## src/rtl/axi_w2n_pkg.sv

```systemverilog
// rtl/axi_w2n_pkg.sv - shared types, response codes and sizing helpers for the 64->32 read converter
package axi_w2n_pkg;

    typedef enum logic [1:0] {
        ST_IDLE = 2'd0,
        ST_ADDR = 2'd1,
        ST_DATA = 2'd2,
        ST_ERR  = 2'd3
    } state_t;

    localparam logic [1:0] RESP_OKAY   = 2'b00;
    localparam logic [1:0] RESP_EXOKAY = 2'b01;
    localparam logic [1:0] RESP_SLVERR = 2'b10;
    localparam logic [1:0] RESP_DECERR = 2'b11;

    localparam logic [1:0] BURST_INCR  = 2'b01;

    // Severity order matches the encoding, so merging is a plain maximum.
    function automatic logic [1:0] resp_max(input logic [1:0] a, input logic [1:0] b);
        return (a > b) ? a : b;
    endfunction

    function automatic int log2_int(input int v);
        int r;
        r = 0;
        for (int i = 0; i < 31; i++) begin
            if ((1 << i) < v) begin
                r = i + 1;
            end
        end
        return r;
    endfunction

    function automatic int width_ratio(input int src, input int tgt);
        return src / tgt;
    endfunction

endpackage

```

## src/rtl/axi_w2n_r_pack.sv

```systemverilog
// rtl/axi_w2n_r_pack.sv - packs RATIO narrow read beats into one wide beat with merged response
module axi_w2n_r_pack
    import axi_w2n_pkg::*;
#(
    parameter int SOURCE_WIDTH = 64,
    parameter int TARGET_WIDTH = 32
) (
    input  logic                    clk,
    input  logic                    rst,
    input  logic                    en,
    input  logic [7:0]              len,
    input  logic [TARGET_WIDTH-1:0] nar_rdata,
    input  logic [1:0]              nar_rresp,
    input  logic                    nar_rvalid,
    output logic                    nar_rready,
    output logic [SOURCE_WIDTH-1:0] wide_rdata,
    output logic [1:0]              wide_rresp,
    output logic                    wide_rlast,
    output logic                    wide_rvalid,
    input  logic                    wide_rready,
    output logic                    done
);

    localparam int RATIO = width_ratio(SOURCE_WIDTH, TARGET_WIDTH);
    localparam int SUB_W = log2_int(RATIO);
    localparam logic [SUB_W-1:0] SUB_LAST = SUB_W'(RATIO - 1);

    logic [SUB_W-1:0]        sub_q,    sub_d;
    logic [7:0]              beat_q,   beat_d;
    logic [1:0]              resp_q,   resp_d;
    logic [SOURCE_WIDTH-1:0] pack_q,   pack_d;
    logic [SOURCE_WIDTH-1:0] rdata_q,  rdata_d;
    logic [1:0]              rresp_q,  rresp_d;
    logic                    rlast_q,  rlast_d;
    logic                    rvalid_q, rvalid_d;

    logic       nar_hs;
    logic       wide_hs;
    logic [1:0] resp_merged;

    // A narrow beat is taken whenever the output register is empty or draining this cycle.
    assign nar_rready = en && (!rvalid_q || wide_rready);
    assign nar_hs     = nar_rready && nar_rvalid;
    assign wide_hs    = rvalid_q && wide_rready;
    assign done       = wide_hs && rlast_q;

    assign wide_rdata  = rdata_q;
    assign wide_rresp  = rresp_q;
    assign wide_rlast  = rlast_q;
    assign wide_rvalid = rvalid_q;

    always_comb begin
        sub_d       = sub_q;
        beat_d      = beat_q;
        resp_d      = resp_q;
        pack_d      = pack_q;
        rdata_d     = rdata_q;
        rresp_d     = rresp_q;
        rlast_d     = rlast_q;
        rvalid_d    = rvalid_q;
        resp_merged = resp_max(resp_q, nar_rresp);

        if (wide_hs) begin
            rvalid_d = 1'b0;
        end

        if (nar_hs) begin
            pack_d[sub_q*TARGET_WIDTH +: TARGET_WIDTH] = nar_rdata;
            if (sub_q == SUB_LAST) begin
                sub_d    = '0;
                resp_d   = RESP_OKAY;
                rdata_d  = pack_d;
                rresp_d  = resp_merged;
                rlast_d  = (beat_q == len);
                rvalid_d = 1'b1;
                beat_d   = beat_q + 8'd1;
            end else begin
                sub_d  = sub_q + SUB_W'(1);
                resp_d = resp_merged;
            end
        end

        if (done) begin
            sub_d  = '0;
            beat_d = '0;
            resp_d = RESP_OKAY;
        end
    end

    always_ff @(posedge clk or posedge rst) begin
        if (rst) begin
            sub_q    <= '0;
            beat_q   <= '0;
            resp_q   <= RESP_OKAY;
            pack_q   <= '0;
            rdata_q  <= '0;
            rresp_q  <= RESP_OKAY;
            rlast_q  <= 1'b0;
            rvalid_q <= 1'b0;
        end else begin
            sub_q    <= sub_d;
            beat_q   <= beat_d;
            resp_q   <= resp_d;
            pack_q   <= pack_d;
            rdata_q  <= rdata_d;
            rresp_q  <= rresp_d;
            rlast_q  <= rlast_d;
            rvalid_q <= rvalid_d;
        end
    end

endmodule

```

## src/rtl/axi_wide_to_narrow_rd.sv

```systemverilog
// rtl/axi_wide_to_narrow_rd.sv - AXI4 read width converter, wide master to narrow slave, one burst in flight
// Optional request checking with SLVERR completion: AXI_W2N_REQ_CHECK_EN
module axi_wide_to_narrow_rd
    import axi_w2n_pkg::*;
#(
    parameter int SOURCE_WIDTH = 64,
    parameter int TARGET_WIDTH = 32,
    parameter int ADDR_WIDTH   = 13,
    parameter int ID_WIDTH     = 8
) (
    input  logic                    aclk,
    input  logic                    areset,

    input  logic [ADDR_WIDTH-1:0]   u_axi_araddr,
    input  logic [2:0]              u_axi_arsize,
    input  logic [7:0]              u_axi_arlen,
    input  logic [1:0]              u_axi_arburst,
    input  logic [ID_WIDTH-1:0]     u_axi_arid,
    input  logic                    u_axi_arvalid,
    output logic                    u_axi_arready,

    output logic [SOURCE_WIDTH-1:0] u_axi_rdata,
    output logic [ID_WIDTH-1:0]     u_axi_rid,
    output logic [1:0]              u_axi_rresp,
    output logic                    u_axi_rlast,
    output logic                    u_axi_rvalid,
    input  logic                    u_axi_rready,

    output logic [ADDR_WIDTH-1:0]   d_axi_araddr,
    output logic [2:0]              d_axi_arsize,
    output logic [7:0]              d_axi_arlen,
    output logic [1:0]              d_axi_arburst,
    output logic [ID_WIDTH-1:0]     d_axi_arid,
    output logic                    d_axi_arvalid,
    input  logic                    d_axi_arready,

    input  logic [TARGET_WIDTH-1:0] d_axi_rdata,
    input  logic [ID_WIDTH-1:0]     d_axi_rid,
    input  logic [1:0]              d_axi_rresp,
    input  logic                    d_axi_rlast,
    input  logic                    d_axi_rvalid,
    output logic                    d_axi_rready
);

    localparam int RATIO      = width_ratio(SOURCE_WIDTH, TARGET_WIDTH);
    localparam int RATIO_LOG2 = log2_int(RATIO);
    localparam int MAX_LEN    = 256 / RATIO - 1;
    localparam logic [2:0] TGT_SIZE = 3'(log2_int(TARGET_WIDTH / 8));

    state_t                  state_q,   state_d;
    logic                    ready_q,   ready_d;
    logic [ADDR_WIDTH-1:0]   addr_q,    addr_d;
    logic [ID_WIDTH-1:0]     id_q,      id_d;
    logic [7:0]              len_q,     len_d;
    logic [7:0]              arlen_q,   arlen_d;
    logic [2:0]              arsize_q,  arsize_d;
    logic [1:0]              arburst_q, arburst_d;

    logic                    ar_hs;
    logic [7:0]              len_clamped;
    logic [15:0]             arlen_wide;

    logic [SOURCE_WIDTH-1:0] pk_rdata;
    logic [1:0]              pk_rresp;
    logic                    pk_rlast;
    logic                    pk_rvalid;
    logic                    pk_done;

    logic                    unused_inputs;

`ifdef AXI_W2N_REQ_CHECK_EN
    localparam int SRC_SIZE_INT = log2_int(SOURCE_WIDTH / 8);
    localparam logic [2:0] SRC_SIZE = 3'(SRC_SIZE_INT);

    logic [7:0] err_cnt_q, err_cnt_d;
    logic       req_bad;
    logic       err_last;

    assign req_bad  = (u_axi_arsize != SRC_SIZE) || (u_axi_arburst != BURST_INCR) ||
                      (u_axi_araddr[SRC_SIZE_INT-1:0] != '0) || (u_axi_arlen > 8'(MAX_LEN));
    assign err_last = (err_cnt_q == len_q);
`endif

    // Sequencing never looks at the narrow rlast or rid; the beat count alone ends a burst.
    assign unused_inputs = ^{d_axi_rlast, d_axi_rid, u_axi_arsize, u_axi_arburst};

    assign ar_hs = u_axi_arready && u_axi_arvalid;

    always_ff @(posedge aclk or posedge areset) begin
        if (areset) begin
            state_q <= ST_IDLE;
        end else begin
            state_q <= state_d;
        end
    end

    always_comb begin
        state_d = state_q;
        case (state_q)
            ST_IDLE: begin
                if (ar_hs) begin
`ifdef AXI_W2N_REQ_CHECK_EN
                    state_d = req_bad ? ST_ERR : ST_ADDR;
`else
                    state_d = ST_ADDR;
`endif
                end
            end
            ST_ADDR: begin
                if (d_axi_arready) begin
                    state_d = ST_DATA;
                end
            end
            ST_DATA: begin
                if (pk_done) begin
                    state_d = ST_IDLE;
                end
            end
`ifdef AXI_W2N_REQ_CHECK_EN
            ST_ERR: begin
                if (u_axi_rready && err_last) begin
                    state_d = ST_IDLE;
                end
            end
`endif
            default: state_d = ST_IDLE;
        endcase
    end

    always_comb begin
        u_axi_arready = (state_q == ST_IDLE) && ready_q;
        d_axi_arvalid = (state_q == ST_ADDR);
        d_axi_araddr  = addr_q;
        d_axi_arsize  = arsize_q;
        d_axi_arlen   = arlen_q;
        d_axi_arburst = arburst_q;
        d_axi_arid    = id_q;
        u_axi_rdata   = pk_rdata;
        u_axi_rresp   = pk_rresp;
        u_axi_rlast   = pk_rlast;
        u_axi_rvalid  = pk_rvalid;
        u_axi_rid     = id_q;
`ifdef AXI_W2N_REQ_CHECK_EN
        if (state_q == ST_ERR) begin
            u_axi_rdata  = '0;
            u_axi_rresp  = RESP_SLVERR;
            u_axi_rlast  = err_last;
            u_axi_rvalid = 1'b1;
        end
`endif
    end

    // Oversized lengths are clamped so the narrow burst stays legal and the handshakes still close.
    always_comb begin
        ready_d     = 1'b1;
        addr_d      = addr_q;
        id_d        = id_q;
        len_d       = len_q;
        arlen_d     = arlen_q;
        arsize_d    = arsize_q;
        arburst_d   = arburst_q;
        len_clamped = (u_axi_arlen > 8'(MAX_LEN)) ? 8'(MAX_LEN) : u_axi_arlen;
        arlen_wide  = ((16'(len_clamped) + 16'd1) << RATIO_LOG2) - 16'd1;

        if (ar_hs) begin
            addr_d    = u_axi_araddr;
            id_d      = u_axi_arid;
            len_d     = len_clamped;
            arlen_d   = arlen_wide[7:0];
            arsize_d  = TGT_SIZE;
            arburst_d = BURST_INCR;
`ifdef AXI_W2N_REQ_CHECK_EN
            if (req_bad) begin
                len_d = u_axi_arlen;
            end
`endif
        end
    end

`ifdef AXI_W2N_REQ_CHECK_EN
    always_comb begin
        err_cnt_d = err_cnt_q;
        if ((state_q == ST_ERR) && u_axi_rready) begin
            err_cnt_d = err_last ? 8'd0 : err_cnt_q + 8'd1;
        end
    end

    always_ff @(posedge aclk or posedge areset) begin
        if (areset) begin
            err_cnt_q <= '0;
        end else begin
            err_cnt_q <= err_cnt_d;
        end
    end
`endif

    always_ff @(posedge aclk or posedge areset) begin
        if (areset) begin
            ready_q   <= 1'b0;
            addr_q    <= '0;
            id_q      <= '0;
            len_q     <= '0;
            arlen_q   <= '0;
            arsize_q  <= '0;
            arburst_q <= '0;
        end else begin
            ready_q   <= ready_d;
            addr_q    <= addr_d;
            id_q      <= id_d;
            len_q     <= len_d;
            arlen_q   <= arlen_d;
            arsize_q  <= arsize_d;
            arburst_q <= arburst_d;
        end
    end

    axi_w2n_r_pack #(
        .SOURCE_WIDTH (SOURCE_WIDTH),
        .TARGET_WIDTH (TARGET_WIDTH)
    ) u_pack (
        .clk         (aclk),
        .rst         (areset),
        .en          (state_q == ST_DATA),
        .len         (len_q),
        .nar_rdata   (d_axi_rdata),
        .nar_rresp   (d_axi_rresp),
        .nar_rvalid  (d_axi_rvalid),
        .nar_rready  (d_axi_rready),
        .wide_rdata  (pk_rdata),
        .wide_rresp  (pk_rresp),
        .wide_rlast  (pk_rlast),
        .wide_rvalid (pk_rvalid),
        .wide_rready (u_axi_rready),
        .done        (pk_done)
    );

endmodule

```

## config.mk

```make
export PLATFORM = sky130hd
export DESIGN_NAME = axi_wide_to_narrow_rd
export DESIGN_NICKNAME = d
export VERILOG_FILES = /design/src/rtl/axi_w2n_pkg.sv /design/src/rtl/axi_w2n_r_pack.sv /design/src/rtl/axi_wide_to_narrow_rd.sv
export SDC_FILE = /design/constraint.sdc
export NUM_CORES = 1
export LEC_CHECK = 0
export CAP_MARGIN = 30
export CORE_MARGIN = 2
export CORE_UTILIZATION = 43
export CTS_CLUSTER_SIZE = 24
export DETAILED_ROUTE_END_ITERATION = 10
export GPL_TIMING_DRIVEN = 0
export PLACE_DENSITY_LB_ADDON = 0.12
export RECOVER_POWER = 50
export SETUP_SLACK_MARGIN = 0.2
export SLEW_MARGIN = 5
export SYNTH_ARGS = -nofsm -noshare
export SYNTH_HDL_FRONTEND = slang
export SYNTH_SLANG_ARGS = --single-unit
```

## constraint.sdc

```tcl
create_clock -name aclk -period 10.95 [get_ports aclk]
set_input_delay 2.19 -clock aclk [delete_from_list [all_inputs] [get_ports aclk]]
set_output_delay 2.19 -clock aclk [all_outputs]
set_load 0.02 [all_outputs]
```

==> flow_summary.yaml, run 1 <==
status:
  outcome: "finished with violations"
  violations: "max-capacitance violations, max-slew violations"
drt:
  drc: 0
  first_iter_violations: 206
  ant_nets: 0
  routedWlPerCell_um: 15.0
  vias_per_cell: 4.88
  first_pass_iters: 4
  postRouteWirelength_um: 15500
  num_vias: 5030
finish:
  final_net_count: 924
  drive_above_1_share_pct: 11.8
  most-common-layout-cells: "nand2_1 (273), clkdlybuf4s50_1 (174), dfrtp_1 (150)"
  final_cell_area_mm2: 0.00889
  fill_cells: 1230
  layoutNonFillerInstCount: 1031
  mostFrequentLayoutCell: "nand2_1"
  syn2layout_area_growth_pct: 40.9
  antenna_cells: 0
power:
  power_density_mw_per_mm2: 295
  leakage_nw: 4.20
  irDropWorstVdd_mv: 0.152
  finalPower_mw: 2.63
timing:
  fin_crit_sh_pct: 54.6
  period_minus_slack_ps: 5980
  clock-skew-final_ps: 7.65
  finalWorstSetupSlack_ps: 4970
  rsz0062_at_grt: "false"
  timing.fmax_mhz: 167
  slew_violations: 80
  hold_violations: 0
  worstMarginPinSlew_ps: 3530
  setup_violations: 0
  fin_setup_tns_ps: 0
  relSlewSlack_pct: -137
setup_path:
  startpoint_type: "primary input"
  cp_data_arrival_time_ps: 3790
  worstSetupPathType: "in -> out"
  crit_path_max_fanout: 5
  required_ps: 8760
  path_buf_inv: 2
  end_kind: "output pin"
  crit_path_top_delay_cell: "clkdlybuf4s50_1"
  path_cells: "dlygate4sd3_1 -> nand2b_1 -> and2_1 -> clkdlybuf4s50_1"
  max_stage_delay_ps: 640
  crit_family: "buffers and inverters"
floorplan:
  die_h_um: 125
  die_w_um: 125
  coreArea_mm2: 0.0144
  dieArea_mm2: 0.0157
  start_util_pct: 43.8
  ios: 196
  rows: 44
clock_tree:
  cts_buffers: 17
  clk_path_buf_depth: 2
  postCtsSetupRepairBufs: 0
  cts.clk_slew.worst_paths_ps: 60
  clkSinkCount: 150
  cts_resized: 0
  h-tree-depth: 4
  cts_tree: "built"
  clk_latency_ps: 420
  ctsHoldBuffers: 0
  cts-root-buf: "clkbuf_16"
synthesis:
  synth-main-ff-cell: "dfrtp_1"
  yosysWarnings: 0
  yosys.area.top_type_share_pct: 59.5
  yosys.area.top_type: "dfrtp_1"
  async_flop_share_pct: 100
  synth_seq_area_share_pct: 59.5
  synth_edf_count: 0
  netlist-cell-type-count: 46
  syn_avg_cell_area_um2: 9.93
  syn-cell-area_mm2: 0.00631
  synthCells: 636
  synth.area.top_cells: "dfrtp_1 (59%), nand2_1 (16%), mux2_2 (5.7%)"
  ys_ff_latch: 150
global_route:
  overflow: 0
  antenna_found_initial: 0
  grt_pass1_wl_um: 25500
  grt_pass1_vias: 5023
  grt_max_degree: 81
  grt_usage_pct: 20.3
place:
  place_hpwl_um: 11100
  dp_slack_ps: 4980
  gp_congestion: 0.843
  io_buffers: 177
  placedInstanceArea_mm2: 0.00836
  dp_cells: 1000
run:
  max-cap-violations: 1
min_path:
  hold_class: "reg -> reg"
-- cells in the mapped netlist, types with 2 or more instances --
master    count
xnor2_1      15
or2_2         2
xor2_1        3
buf_2        11
inv_1         9
nand4_1       7
and3_1        4
buf_4        19
nor3_1        7
and4_1        2
nor2_1       25
nand3_1       7
and2_1        4
mux2_2       32
buf_6         4
ha_1          6
conb_1        2
dfrtp_1     150
nand2b_1      5
a31oi_1       4
nand2_1     273
a21oi_1       4
o21ai_0       8
o22ai_1       2
clkbuf_1     10
-- path summary, 6_finish.rpt --
path                                   start               endpoint  slack [ps]  cells past startpoint
hold / removal             u_pack.pack_q[23]  u_pack.wide_rdata[23]         460                      2
min in group asynchronous             areset        d_axi_araddr[1]        3270                      2
setup reg to reg                  state_q[0]      u_pack.pack_q[16]        8750                      5
setup / recovery                u_axi_rready           d_axi_rready        4970                      4
hold reg to reg            u_pack.pack_q[23]  u_pack.wide_rdata[23]         460                      2
max in group asynchronous             areset  u_pack.wide_rdata[34]        6110                      2
-- final cells by class --
cell class                      count  area [um2]  share of cell area [%]
Clock buffer                       19         453                    5.09
Tap cell                          184         230                    2.59
Clock inverter                     12         129                    1.45
Buffer                             45         273                    3.07
Multi-Input combinational cell    434        2220                    25.0
Sequential cell                   150        3750                    42.2
Inverter                            9        35.0                   0.394
Timing Repair Buffer              178        1800                    20.2
-- where the power goes --
part	leakage, nW	switching (mW)	total [mW]	internal [mW]
registers	1.86	0.154	0.962	0.808
logic	2.06	0.553	1.09	0.535
clock network	0.281	0.230	0.576	0.346
-- tightest hold or removal path, stage by stage (launching register included) --
cell and delay (ps):
dfrtp_1 330, nand2_1 50, nand2_1 40
-- flip-flops by register name, summed over array words and instances (netlist names) --
name                count
len_q                   8
u_pack.wide_rlast       1
u_pack.wide_rvalid      1
u_pack.wide_rdata      64
u_pack.pack_q          32
u_pack.wide_rresp       2
u_pack.beat_q           8
u_pack.resp_q           2
d_axi_araddr           13
ready_q                 1
d_axi_arid              8
u_pack.sub_q            1
d_axi_arlen             7
state_q                 2
-- per-layer routing --
layer | global-route usage [%] | vias up | wire length, um
li1 | - | 2414 | -
met2 | 32.3 | 166 | 7230
met3 | 6.63 | 17 | 1160
met1 | 26.4 | 2433 | 6880
met5 | 0 | - | 0
met4 | 6.73 | 0 | 200
-- per-stage QoR --
step / hold slack (ps) / utilization, %
after CTS: 457 / 62.0
after floorplan: 432 / -
after global placement: 441 / 57.7
after global routing: 491 / 61.7
after detailed placement: 441 / 57.9
final: 455 / 61.7
-- cells by family after synthesis --
kind of cell             Yosys count  share of synthesized area, %
other                              2                         0.119
XOR/XNOR                          18                          2.50
buffers and inverters             54                          5.03
adder cells (fa/ha/maj)            6                          1.19
AND/OR/NAND/NOR                  343                          22.6
multiplexers                      34                          6.04
AO/OA/AOI/OAI                     29                          3.05
flip-flops                       150                          59.5
(Power assumes the default switching activity.)
==> run 2, diff against run 1 <==
--- a/config.mk
+++ b/config.mk
@@ -7,7 +7,7 @@
 export LEC_CHECK = 0
 export CAP_MARGIN = 30
 export CORE_MARGIN = 2
-export CORE_UTILIZATION = 43
+export CORE_UTILIZATION = 42
 export CTS_CLUSTER_SIZE = 24
 export DETAILED_ROUTE_END_ITERATION = 10
 export GPL_TIMING_DRIVEN = 0
==> constraint.sdc (replaced) <==
create_clock -name aclk -period 4.9 [get_ports aclk]
set_input_delay 0.98 -clock aclk [delete_from_list [all_inputs] [get_ports aclk]]
set_output_delay 0.98 -clock aclk [all_outputs]
set_load 0.02 [all_outputs]
==> run 2 against run 1 <==
The run still ends with max-capacitance violations, max-slew violations left; critical path depth did not move; hold slack better by 4.0 ps; register-to-register slack worse by 6000 ps; sequential share of layout area fell by 0.15 points; total power is 120% higher; non-clock buffer count grew 3; final area is 0.35% higher; worst setup slack lost 3600 ps; clock skew shrank 1.7 ps; utilization decreased by 0.48 points; first-iteration DRC count rose by 34%; largest cell class unchanged.
==> flow_summary.yaml, run 2 (synthesis results as in run 1) <==
min_path:
  hold_class: "reg -> reg"
timing:
  period_minus_slack_ps: 3540
  rsz0062_at_grt: "false"
  fin_setup_tns_ps: 0
  worstMarginPinSlew_ps: 1640
  setup_violations: 0
  finalWorstSetupSlack_ps: 1360
  clock-skew-final_ps: 5.99
  fin_crit_sh_pct: 72.3
  timing.fmax_mhz: 282
  whs_ps: 459
  relSlewSlack_pct: -9.05
  hold_violations: 0
  slew_violations: 27
finish:
  syn2layout_area_growth_pct: 41.4
  drive_above_1_share_pct: 12.2
  largest_reg_flops: 64
  mostFrequentLayoutCell: "nand2_1"
  most-common-layout-cells: "nand2_1 (273), clkdlybuf4s50_1 (174), dfrtp_1 (150)"
  fin_util_pct: 61.2
  fill_cells: 1193
  antenna_cells: 0
  final_net_count: 927
  layoutNonFillerInstCount: 1035
place:
  io_buffers: 177
  dp_cells: 1003
  gp_congestion: 0.826
  dp_slack_ps: 1380
  place_hpwl_um: 11700
drt:
  vias_per_cell: 4.89
  routedWlPerCell_um: 15.3
  drc: 0
  num_vias: 5062
  postRouteWirelength_um: 15800
  first_iter_violations: 277
  ant_nets: 0
  first_pass_iters: 6
setup_path:
  worstSetupPathType: "in -> out"
  cp_data_arrival_time_ps: 2560
  startpoint_type: "primary input"
  crit_path_max_fanout: 5
  required_ps: 3920
  end_kind: "output pin"
global_route:
  grt_pass1_wl_um: 26000
  antenna_found_initial: 0
  grt_usage_pct: 20.4
  overflow: 0
  grt_max_degree: 35
  grt_pass1_vias: 5203
clock_tree:
  clk_path_buf_depth: 2
  cts-root-buf: "clkbuf_16"
  clkSinkCount: 150
  h-tree-depth: 4
  cts_tree: "built"
  postCtsSetupRepairBufs: 0
  ctsHoldBuffers: 0
  cts_buffers: 17
  clk_latency_ps: 420
  cts.clk_slew.worst_paths_ps: 60
  cts_resized: 0
floorplan:
  ios: 196
  dieArea_mm2: 0.0160
  rows: 44
  die_h_um: 127
  start_util_pct: 43.3
  coreArea_mm2: 0.0146
  die_w_um: 127
power:
  p_sw_share_pct: 36.0
  pwr-share-clk_pct: 21.3
  p_comb_share_pct: 41.7
  power_density_mw_per_mm2: 655
  leakage_nw: 4.21
  power_frac_seq_pct: 37.0
  irDropWorstVdd_mv: 0.364
  p_int_mw: 3.74
  p_switching_mw: 2.11
status:
  violations: "max-capacitance violations, max-slew violations"
  outcome: "finished with violations"
run:
  max-cap-violations: 1
-- run 2: cell type report --
type                       instances  area, um2  area share (%)
sequential                       150       3750            42.1
timing repair buffer             181       1840            20.6
clock buffer                      20        467            5.23
buffer                            45        273            3.06
multi-input combinational        434       2230            25.0
inverter                           9       35.0           0.392
tap                              184        230            2.58
clock inverter                    12        103            1.15
-- run 2: per-layer routing --
layer / vias to the layer above / GRT usage [%] / share of wire [%]
met4: 0 / 6.66 / 1.3
li1: 2420 / - / -
met3: 22 / 6.58 / 7.8
met2: 176 / 33.1 / 48
met5: - / 0 / 0
met1: 2444 / 26.1 / 43
-- run 2: power by group through the flow --
stage | sequential [mW] | clock (mW) | combinational [mW]
floorplan | 2.57 | 0 | 0.885
global placement | 2.15 | 0 | 2.42
detailed placement | 2.18 | 0 | 2.47
CTS | 2.17 | 1.27 | 2.48
global route | 2.24 | 1.32 | 2.63
finish | 2.16 | 1.25 | 2.44
-- run 2: worst paths after layout --
check,from,to,slack (ps),cells after the start
setup / recovery,u_axi_rready,d_axi_rready,1360,4
hold / removal,u_pack.pack_q[22],u_pack.wide_rdata[22],460,2
setup reg to reg,u_pack.wide_rvalid,u_pack.wide_rdata[23],2790,6
hold reg to reg,u_pack.pack_q[22],u_pack.wide_rdata[22],460,2
max in group asynchronous,areset,u_pack.pack_q[12],1430,5
min in group asynchronous,areset,u_pack.wide_rdata[58],1270,2
-- run 2: through the flow --
stage,power [mW],cell area (um2)
6_report,5.84,8930
5_1_grt,6.19,8930
4_1_cts,5.92,8980
3_5_place_dp,4.65,8410
3_3_place_gp,4.57,8330
2_1_floorplan,3.45,6320
-- run 2: critical path, cell delays in order --
cell             delay [ps]
dlygate4sd3_1           590
nand2b_1                200
and2_1                  150
clkdlybuf4s50_1         640
==> run 3, diff against run 2 <==
==> constraint.sdc (replaced) <==
create_clock -name aclk -period 2.8 [get_ports aclk]
set_input_delay 0.56 -clock aclk [delete_from_list [all_inputs] [get_ports aclk]]
set_output_delay 0.56 -clock aclk [all_outputs]
set_load 0.02 [all_outputs]
==> run 3 against run 2 <==
The run now ends clean; non-clock buffer count is the same; hold slack is essentially flat; cell count is the same; sequential share of layout area shrank 0.18 points; utilization grew 0.27 points; clock power grew 74%; largest power group unchanged; highest routed layer unchanged.
==> flow_summary.yaml, run 3 (synthesis results as in run 1) <==
power:
  pwr-share-clk_pct: 21.3
  power_frac_seq_pct: 37.0
  p_sw_share_pct: 36.1
  irDropWorstVdd_mv: 0.636
  p_switching_mw: 3.69
  power_density_mw_per_mm2: 1140
  p_int_mw: 6.54
  leakage_nw: 4.22
  p_comb_share_pct: 41.7
floorplan:
  ios: 196
  die_h_um: 127
  dieArea_mm2: 0.0160
  coreArea_mm2: 0.0146
  rows: 44
  die_w_um: 127
  start_util_pct: 43.3
timing:
  fin_setup_tns_ps: 0
  clock-skew-final_ps: 5.46
  worstMarginPinSlew_ps: 1300
  timing.fmax_mhz: 404
  finalWorstSetupSlack_ps: 323
  hold_violations: 0
  slew_violations: 0
  fin_crit_sh_pct: 88.5
  period_minus_slack_ps: 2480
  relSlewSlack_pct: 12.9
  setup_violations: 0
  rsz0062_at_grt: "false"
setup_path:
  max_stage_delay_ps: 590
  reg2reg_from: "state_q[0]"
  startpoint_type: "primary input"
  critPathLaunch: "u_axi_rready"
  crit_path_top_delay_cell: "dlygate4sd3_1"
  end_kind: "output pin"
  required_ps: 2240
  worstSetupPathType: "in -> out"
  cp_data_arrival_time_ps: 1920
  reg2reg_slack_ps: 760
  path_cells: "dlygate4sd3_1 -> nand2b_1 -> and2_1 -> dlygate4sd2_1"
  crit_path_max_fanout: 5
place:
  place_hpwl_um: 11700
  io_buffers: 177
  gp_congestion: 0.826
  dp_slack_ps: -32.3
drt:
  top_layer_used: "met4"
  num_vias: 5080
  wl_met3_um: 1240
  vias_per_cell: 4.91
  first_iter_violations: 298
  wl_met2_um: 7530
  ant_nets: 0
  drc: 0
  postRouteWirelength_um: 15800
  first_pass_iters: 4
  wl_met1_um: 6860
  routedWlPerCell_um: 15.3
global_route:
  antenna_found_initial: 0
  grt_max_degree: 35
  grt_usage_pct: 20.4
  grt_pass1_wl_um: 26000
  grt_pass1_vias: 5203
  overflow: 0
run:
  max-cap-violations: 0
finish:
  drive_above_1_share_pct: 12.5
  final_net_count: 927
  antenna_cells: 0
  syn2layout_area_growth_pct: 42.0
  most-common-layout-cells: "nand2_1 (273), clkdlybuf4s50_1 (173), dfrtp_1 (150)"
  mostFrequentLayoutCell: "nand2_1"
  largest_reg_flops: 64
clock_tree:
  cts_tree: "built"
  cts-root-buf: "clkbuf_16"
  clkSinkCount: 150
  postCtsSetupRepairBufs: 0
  cts.clk_slew.worst_paths_ps: 60
  h-tree-depth: 4
  cts_buffers: 17
  clk_latency_ps: 420
  clk_path_buf_depth: 2
min_path:
  hold_class: "reg -> reg"
  hp-start: "u_pack.pack_q[22]"
status:
  outcome: "complete, no violations"
==> run 3: changes by cell type in the layout (fill, tap and decap cells not counted), sizes merged <==
| cell | before | now |
|---|---|---|
| buf | 34 | 33 |
| clkbuf | 35 | 36 |
| dlygate4sd2 | 0 | 1 |
| clkdlybuf4s50 | 174 | 173 |
==> run 3: final cells by class <==
cell class,count,area [um2]
Buffer,45,270
Multi-Input combinational cell,434,2260
Inverter,9,35.0
Clock buffer,20,467
Sequential cell,150,3750
Tap cell,184,230
Clock inverter,12,103
Timing Repair Buffer,181,1850
Fill cell,1186,5620
==> run 3: power groups by stage <==
stage	Sequential, mW	Combinational, mW	Clock [mW]
CTS	3.79	4.33	2.23
finish	3.79	4.27	2.18
global route	3.92	4.61	2.32
floorplan	4.50	1.55	0
global placement	3.77	4.23	0
detailed placement	3.81	4.32	0
==> run 3: what timing repair did <==
action                                 4_1_cts  5_1_grt
endpoints found under the hold margin        0        0
resized for setup                            1        2
setup endpoints to repair                    1        2
hold buffers                                 0        0
pin swaps                                    0        0
==> run 3: through the flow <==
step                      cells  util [%]  power, mW  instance area (um2)  hold WS [ps]
after floorplan             638         -       6.05                 6320           432
after global placement      999      57.1       8.00                 8330           441
after detailed placement   1003      57.6       8.13                 8410           452
after CTS                  1035      61.5       10.4                 8970           462
after global routing       1035      61.4       10.8                 8960           479
final                      1035      61.4       10.2                 8960           459
==> run 3: worst paths after layout <==
kind,endpoint,depth (start not counted)
setup / recovery,d_axi_rready,4
hold / removal,u_pack.wide_rdata[22],2
setup reg to reg,u_pack.wide_rdata[32],7
max in group asynchronous,u_pack.pack_q[12],5
hold reg to reg,u_pack.wide_rdata[22],2
min in group asynchronous,u_pack.wide_rdata[58],2
==> run 3: per-layer routing <==
layer | GRT usage, % | vias to the layer above
met5 | 0 | -
met4 | 6.66 | 0
met3 | 6.58 | 19
met2 | 33.1 | 191
met1 | 26.1 | 2446
li1 | - | 2424
==> run 3: critical path, delay by kind of cell <==
kind / cells / cell delay, ps
buf+inv: 2 / 960
simple gates: 2 / 400
